[src/rtl/conv3x3_row_engine.sv]
// 3x3 valid convolution over an 8x8 image streamed from an async-read pixel ROM.
// Optional build macro CONV_DEBUG_STATE_EN adds a current_state debug output.
module conv3x3_row_engine #(
  parameter logic [287:0] KERNEL = {9{32'h00000001}},
  parameter int           IMG_W  = 8
) (
  input  logic           clk,
  input  logic           rst_n,
  input  logic           enable,
  input  logic [31:0]    pixel_in,
  output logic [5:0]     rom_addr,
  output logic [191:0]   o_pixel_bus,
  output logic           o_valid,
  output logic           o_done
`ifdef CONV_DEBUG_STATE_EN
  ,
  output logic [2:0]     current_state
`endif
);

  localparam logic [2:0] IDLE  = 3'd0;
  localparam logic [2:0] FETCH = 3'd1;
  localparam logic [2:0] CALC  = 3'd2;
  localparam logic [2:0] DONE  = 3'd3;

  localparam int OUT_W = IMG_W - 2;

  logic [2:0]  state;
  logic [2:0]  next_state;
  logic        row_end;
  logic        calc_fire;

  logic [31:0] in_row   [IMG_W];
  logic [31:0] full_row [IMG_W];
  logic [31:0] row0     [IMG_W];
  logic [31:0] row1     [IMG_W];
  logic [31:0] row2     [IMG_W];
  logic [31:0] conv_out [OUT_W];

  assign row_end   = (state == FETCH) && (rom_addr[2:0] == 3'd7);
  assign calc_fire = (state == CALC) && enable;

  // Dropping enable in any active state aborts straight back to IDLE.
  always_comb begin
    next_state = state;
    case (state)
      IDLE:  if (enable) next_state = FETCH;
      FETCH: begin
        if (!enable)
          next_state = IDLE;
        else if (row_end && (rom_addr[5:3] >= 3'd2))
          next_state = CALC;
      end
      CALC: begin
        if (!enable)
          next_state = IDLE;
        else if (rom_addr == 6'd63)
          next_state = DONE;
        else
          next_state = FETCH;
      end
      DONE:  if (!enable) next_state = IDLE;
      default: next_state = IDLE;
    endcase
  end

  always_ff @(posedge clk or negedge rst_n) begin
    if (!rst_n)
      state <= IDLE;
    else
      state <= next_state;
  end

  // The last pixel of the frame leaves the address parked at 63 rather than wrapping.
  always_ff @(posedge clk or negedge rst_n) begin
    if (!rst_n)
      rom_addr <= 6'd0;
    else if (next_state == IDLE)
      rom_addr <= 6'd0;
    else if ((state == FETCH) && (rom_addr != 6'd63))
      rom_addr <= rom_addr + 6'd1;
  end

  always_comb begin
    for (int i = 0; i < IMG_W; i++)
      full_row[i] = (i == IMG_W - 1) ? pixel_in : in_row[i];
  end

  always_ff @(posedge clk or negedge rst_n) begin
    if (!rst_n) begin
      for (int i = 0; i < IMG_W; i++) begin
        in_row[i] <= '0;
        row0[i]   <= '0;
        row1[i]   <= '0;
        row2[i]   <= '0;
      end
    end else if ((state == FETCH) && enable) begin
      in_row[rom_addr[2:0]] <= pixel_in;
      if (row_end) begin
        for (int i = 0; i < IMG_W; i++) begin
          row0[i] <= row1[i];
          row1[i] <= row2[i];
          row2[i] <= full_row[i];
        end
      end
    end
  end

  // Low 32 bits of a product are the same signed or unsigned, so plain wrap arithmetic suffices.
  always_comb begin
    for (int c = 0; c < OUT_W; c++) begin
      conv_out[c] = '0;
      for (int k = 0; k < 3; k++) begin
        conv_out[c] = conv_out[c]
                    + KERNEL[287 - 32*k -: 32]       * row0[c+k]
                    + KERNEL[287 - 32*(3+k) -: 32]   * row1[c+k]
                    + KERNEL[287 - 32*(6+k) -: 32]   * row2[c+k];
      end
    end
  end

  always_ff @(posedge clk or negedge rst_n) begin
    if (!rst_n) begin
      o_pixel_bus <= '0;
      o_valid     <= 1'b0;
      o_done      <= 1'b0;
    end else begin
      o_valid <= calc_fire;
      o_done  <= (next_state == DONE);
      if (calc_fire) begin
        for (int c = 0; c < OUT_W; c++)
          o_pixel_bus[191 - 32*c -: 32] <= conv_out[c];
      end
    end
  end

`ifdef CONV_DEBUG_STATE_EN
  assign current_state = state;
`endif

endmodule

[config.mk]
export PLATFORM = sky130hd
export DESIGN_NAME = conv3x3_row_engine
export DESIGN_NICKNAME = d
export VERILOG_FILES = /design/src/rtl/conv3x3_row_engine.sv
export SDC_FILE = /design/constraint.sdc
export NUM_CORES = 2
export LEC_CHECK = 0
export BUFFER_PORTS_ARGS = -buffer_cell sky130_fd_sc_hd__buf_4
export CELL_PAD_IN_SITES_DETAIL_PLACEMENT = 1
export CELL_PAD_IN_SITES_GLOBAL_PLACEMENT = 1
export CORE_MARGIN = 2
export CORE_UTILIZATION = 30
export DETAILED_ROUTE_END_ITERATION = 10
export GPL_TIMING_DRIVEN = 0
export HOLD_SLACK_MARGIN = 0.03
export MAX_ROUTING_LAYER = met4
export PLACE_DENSITY_LB_ADDON = 0.1
export SYNTH_ARGS = -nofsm -noshare
export SYNTH_HDL_FRONTEND = slang
export SYNTH_SLANG_ARGS = --single-unit
[constraint.sdc]
create_clock -name clk -period 4.76 [get_ports clk]
set_clock_uncertainty 0.05 [all_clocks]
set_input_delay 0.476 -clock clk [delete_from_list [all_inputs] [get_ports clk]]
set_output_delay 0.476 -clock clk [all_outputs]
set_load 0.02 [all_outputs]
Word level (Yosys, flattened, before mapping)

Cells that the tools add are included.
Widths: inputs -> output; s select.

Muxes and demuxes: 12
Reduce and logical (&&, ||, !) cells: 10
Eq/ne operators: 7
Order comparisons: 3
Add/sub/neg operators: 49
Bitwise gates (word level): 1

Operators by type and width:

| operator            | count |
|---|---|
| $add 32x32->32      | 48 |
| $bwmux 256          | 1 |
| $demux 32 s3        | 1 |
| $mux 32             | 1 |
| $mux 3              | 4 |
| $mux 6              | 2 |
| $pmux 3 s4          | 1 |
| $eq 3x2->1 const B  | 3 |
| $add 6x1->6 const B | 1 |
| $eq 6x6->1 const B  | 1 |
| $logic_and 1x1->1   | 6 |
| $logic_not 3->1     | 2 |
| $ne 6x6->1 const B  | 1 |
| $ge 4x4->1 const B  | 1 |
| $lt 4x1->1 const B  | 1 |
| $mux 2              | 2 |
| $not 3->4           | 1 |
| $eq 3x1->1 const B  | 1 |
| $eq 3x3->1 const B  | 1 |
| $ge 3x2->1 const B  | 1 |
| $reduce_and 2->1    | 1 |
| $reduce_bool 2->1   | 1 |

Flip-flop bits (word level): 1227
Input bits: 35
Logic and storage cells: 119
Output and inout port bits: 200

Logic depth before layout (Yosys ltp)

Word-level depth: 8
Gate-level depth with buffers: 20
Depth with buffers taken out: 20

Least setup slack after synthesis

OpenSTA, ideal clock, no wires.

Path kind: flip-flop to flip-flop
From: reg row2[130] in the netlist's numbering
To: reg o_pixel_bus[156]
Clock period less this slack: 4.945 ns
Arrival time: 4.749 ns
Cell stages (with the launch flop): 19
Required time: 4.564 ns
Buffers on the path: 0
Library setup time: 0.146 ns
Slack: -0.185 ns
Cell sequence: dfrtp_1 > fa_1 > fa_1 > fa_1 > inv_1 > fa_1 > inv_1 > ha_1 > inv_1 > fa_1 > nand2b_1 > a21oi_1 > o21ai_0 > o21ai_1 > a221oi_2 > o31ai_1 > a21oi_1 > mux2i_1 > o311ai_0

Word-level cells in the longest chain between the ends: 1

Ends and longest elaborated chain:

| element                           | RTL line | text |
|---|---|---|
| from (decl)                       | 37       | `logic [31:0] row2 [IMG_W];` |
| from (signal, indexed assignment) | 103      | `row2[i] <= full_row[i];` |
| $add 32x32->32                    | 117      | `+ KERNEL[287 - 32*(6+k) -: 32] * row2[c+k];` |
| to (signal, indexed assignment)   | 132      | `o_pixel_bus[191 - 32*c -: 32] <= conv_out[c];` |
| to (decl)                         | 12       | `output logic [191:0] o_pixel_bus,` |

Every way passes these cells.
A chain may end at the register's enable or synchronous reset.

Final worst setup path

From: reg row2[80] in the netlist's numbering
To: reg o_pixel_bus[63]

Word-level cells in the longest chain between the ends: 4

Ends and longest elaborated chain:

| element        | RTL line | text |
|---|---|---|
| $add 32x32->32 | 117      |  |
| $add 32x32->32 | 115      | `+ KERNEL[287 - 32*k -: 32] * row0[c+k]` |
| $add 32x32->32 | 116      | `+ KERNEL[287 - 32*(3+k) -: 32] * row1[c+k]` |
| $add 32x32->32 | 117      |  |

Every way passes these cells.

==> summary.md <==
| Metric | Value |
|---|---|
| Leak pwr | approximately 52 nW |
| Row count | 194 |
| Register Area | 30080 um2 |
| Largest net degree at the start of global routing | approximately 160 |
| Setup-failing EPs final | a little under 100 |
| Maximum VDD drop | 0.2232 mV |
| GR Util All Layers | 0.2345 |
| Drt initial violations | about 2400 |
| Detailed Place HPWL | around 250 mm |
| Post-Synthesis Net Count | roughly 8300 |
| Detailed Routing Iterations Pass 1 | 5 |
| Sequential area share after synthesis | 0.3565 |
| Status | finished with violations |
| Worst r2r path cells | 18 |
| Commonest non-fill, non-tap cell in the layout | inv_1 |
| Combinational Power Share | 0.020 |
| Min-delay worst type | primary input to asynchronous set/reset pin |
| Footprint of the multi-input gates | 51370 um2 |
| Via count | 53040 |
| Period Utilization, post-route | 1.158 |
| Critical Path Sink Type | flop |
| Die Wd | roughly 530 um |
| Ys async rst share | 1.000 |
| Post-synthesis sequential element count | between 1000 and 1500 |
| H-tree levels | 4 |
| Area grow syn2layout | 23.05% |
| Switching power | about 0.0056 W |
| Skew-Pair Late Insertion Delay | 0.86 ns |
| Number of synthesized flops with an enable pin | 0 |
| Root Driver | clkbuf_16 |
| Relative slew margins | -0.02074 |
| Synthesized area | 83890 um2 |
| DR vias/cell | about 4.7 |
| Unique masters post-synth | 79 |
| Final Critical Period | 5.512 ns |
| CP Max Fanout | 5 |
| Critical path launch point type | flop |
| I/O Buffers | 234 |
| Clock buffer depth | 4 |
| Fmax | 181.4 MHz |
| Reg-to-reg slack, setup | -0.75 ns |
| Grt ovf | 0 |
| Sw Share | 0.2319 |
| CTS tree | built |
| Post-layout util | 0.3705 |
| Setup Crit Path Kind | flop to flop |
| Crit Reg-Reg Startpoint | row2[80]$_DFFE_PN0P_ |
| Power per Cell Area | between 200 and 250 nW/um2 |
| Reg clk slew, reported paths | about 0.07 ns |
| Tightest Pin Transition | roughly 1.5 ns |
| Max Slew Vio Count | 11 |
| I/O pin total | approximately 240 |
| Filler cell count in the final layout | between 20000 and 30000 |
| Core area | 278700 um2 |
| Initial antenna violation count | 34 |
| First-pass GRT wire length | between 400 and 500 mm |
| Clk pwr share | 0.549 |
| Vias in the first global route | 60420 |
| Nets@finish | between 9000 and 10000 |
| Sink Count | approximately 1200 |
| Seq pwr share | 0.431 |
| Routed Antenna Nets | 0 |
| CTS buffer count | 168 |
| Critical Path RT | 5.43 ns |
| Initial core utilization | 0.3011 |
| Die H | around 530 um |
| Total wire length | ~320 mm |
| Wire length per cell | 28.01 um |
| Post-synthesis cell count | slightly below 7000 |
| Arrival time worst endpoint | around 6.2 ns |
| Worst hold margin | between 0.15 and 0.2 ns |
| Setup slack after layout | -0.7516 ns |
| Violated checks | max-capacitance violations, max-slew violations, negative setup slack |
| Avg Cell Area, Syn | 12.33 um2 |
| RSZ-0062 raised after global routing | yes |
| FF-to-FF End | o_pixel_bus[63]$_DFFE_PN0P_ |
| Drc violations | 0 |
| Hold Vio Cnt, Final | 0 |
| Top FF cell, synth | dfrtp_1 |
| Max-cap viol count | 1 |
| Commonest non-fill, non-tap cells in the layout | inv_1 (1406), fa_1 (1223), dfrtp_1 (1056) |
| Pint | 0.01841 W |
| Gpl congestion | 0.8636 |
| Layout cells sized above 1 | 0.3323 |
| Full die area | ~280000 um2 |
| Ys Warns | 0 |
==> routing by layer <==
metal	global-route usage	wire length, um	vias up	part of all wire
met1	0.3071	142000	29130	0.45
li1	-	-	22770	-
met3	0.02269	8762	367	0.027
met4	0.07124	11580	0	0.036
met5	-	0	-	0
met2	0.3845	156400	768	0.49
==> state kept, by name (all words and copies together) (netlist names) <==
name         cells
full_row       224
o_valid          1
rom_addr         6
o_pixel_bus    192
row1           256
o_done           1
row0           256
state            3
row2           256
==> power groups by stage <==
stage	sequential (W)	combinational (W)	clock (W)
global route	0.0103	0.000535	0.0139
CTS	0.0103	0.000497	0.0135
floorplan	0.0105	0.000115	0
detailed placement	0.0105	0.000472	0
global placement	0.0105	0.000431	0
finish	0.0103	0.000473	0.0132
==> cell usage after synthesis (5+ instances only) <==
cell	count	area share
o21ai_0	269	0.016
a211o_1	7	0.00073
or3_1	8	0.00060
and2_1	9	0.00067
o31ai_1	18	0.0016
nand2b_1	28	0.0021
o21bai_1	23	0.0021
inv_1	1504	0.067
o21a_1	27	0.0024
a21oi_1	131	0.0078
buf_2	53	0.0032
mux2i_1	9	0.0011
fa_1	1278	0.30
o31a_1	5	0.00052
mux2_2	949	0.13
nor3_1	22	0.0013
o211ai_1	13	0.0012
nand3_1	38	0.0023
a31oi_1	18	0.0013
xnor2_1	129	0.013
nor2_1	86	0.0038
xor2_1	73	0.0076
nand4_1	14	0.0010
nand3b_1	5	0.00045
a21o_1	68	0.0061
dfrtp_1	1195	0.36
nand2_1	333	0.015
and3_1	22	0.0016
buf_1	14	0.00063
clkbuf_1	105	0.0047
ha_1	194	0.029
and4_1	5	0.00052
o21ai_1	8	0.00048
nor3b_1	17	0.0015
o2111ai_1	5	0.00052
nor2b_1	12	0.00089
a221o_1	5	0.00060
a211oi_1	29	0.0026
or4_1	6	0.00054
==> through the flow <==
step                cell area [um2]  power [W]  cells  setup WS, ns    TNS, ns
global placement              90320    0.01095  10760        -13.37          -
floorplan                     83910    0.01062   6803     -0.008705  -0.008705
finish                       103200    0.02397  11380       -0.7516     -35.89
detailed placement            90810    0.01099  10780        -2.438    -151.91
global route                 103200    0.02481  11370       -0.8879     -53.02
CTS                          101500    0.02436  11290       -0.7779     -33.91
==> critical path, stage by stage (launching register included) <==
cell and delay, ns:
dfrtp_2 0.46, fa_1 0.58, fa_1 0.46, fa_1 0.55
inv_1 0.07, fa_1 0.52, inv_1 0.06, ha_2 0.32
a21o_1 0.24, or4_1 0.44, a21oi_2 0.14, a22oi_2 0.10
buf_12 0.16, a2111oi_4 0.28, buf_4 0.19, o21ai_2 0.08
a31oi_4 0.41, xnor2_2 0.18, o21ai_2 0.06
==> cell families after synthesis <==
kind of cell    after synthesis  synth area share
buf+inv                    1677           0.07591
fa+ha+maj                  1472            0.3339
flops                      1195            0.3565
mux                         960            0.1287
compound gates              676           0.05017
simple gates                620           0.03369
xor+xnor                    202           0.02109
other cells                   1        0.00004470
==> area by class of cell <==
type                    count  area share
well taps                3724     0.04514
repair buffers            550     0.04875
clock inverters            57    0.007212
clock buffers             236     0.04721
inverters                1504     0.05474
multi-input cells        3931      0.4976
flip-flops and latches   1195      0.2914
diodes                     15   0.0003636
plain buffers             167    0.007575
==> how the worst max path moves through the flow <==
stage / from / endpoint / slack [ns] / cells past startpoint
after floorplan: row2[130]$_DFFE_PN0P_ / o_pixel_bus[156]$_DFFE_PN0P_ / -0.009 / 18
after global placement: rst_n / full_row[58]$_DFFE_PN0P_ / -13.37 / 1
after detailed placement: row0[66]$_DFFE_PN0P_ / o_pixel_bus[63]$_DFFE_PN0P_ / -2.44 / 18
after CTS: row2[34]$_DFFE_PN0P_ / o_pixel_bus[63]$_DFFE_PN0P_ / -0.78 / 20
after global routing: row0[34]$_DFFE_PN0P_ / o_pixel_bus[63]$_DFFE_PN0P_ / -0.89 / 22
final: row2[80]$_DFFE_PN0P_ / o_pixel_bus[63]$_DFFE_PN0P_ / -0.75 / 18
==> timing repair <==
item | 4_1_cts | 5_1_grt
pin swaps | 251 | 224
setup endpoints to repair | 160 | 142
resized for setup | 855 | 285
setup buffers | 187 | 96
endpoints found under the hold margin | 479 | 0
hold buffers | 34 | 0
No activity file was read; power rests on OpenSTA's default activity.
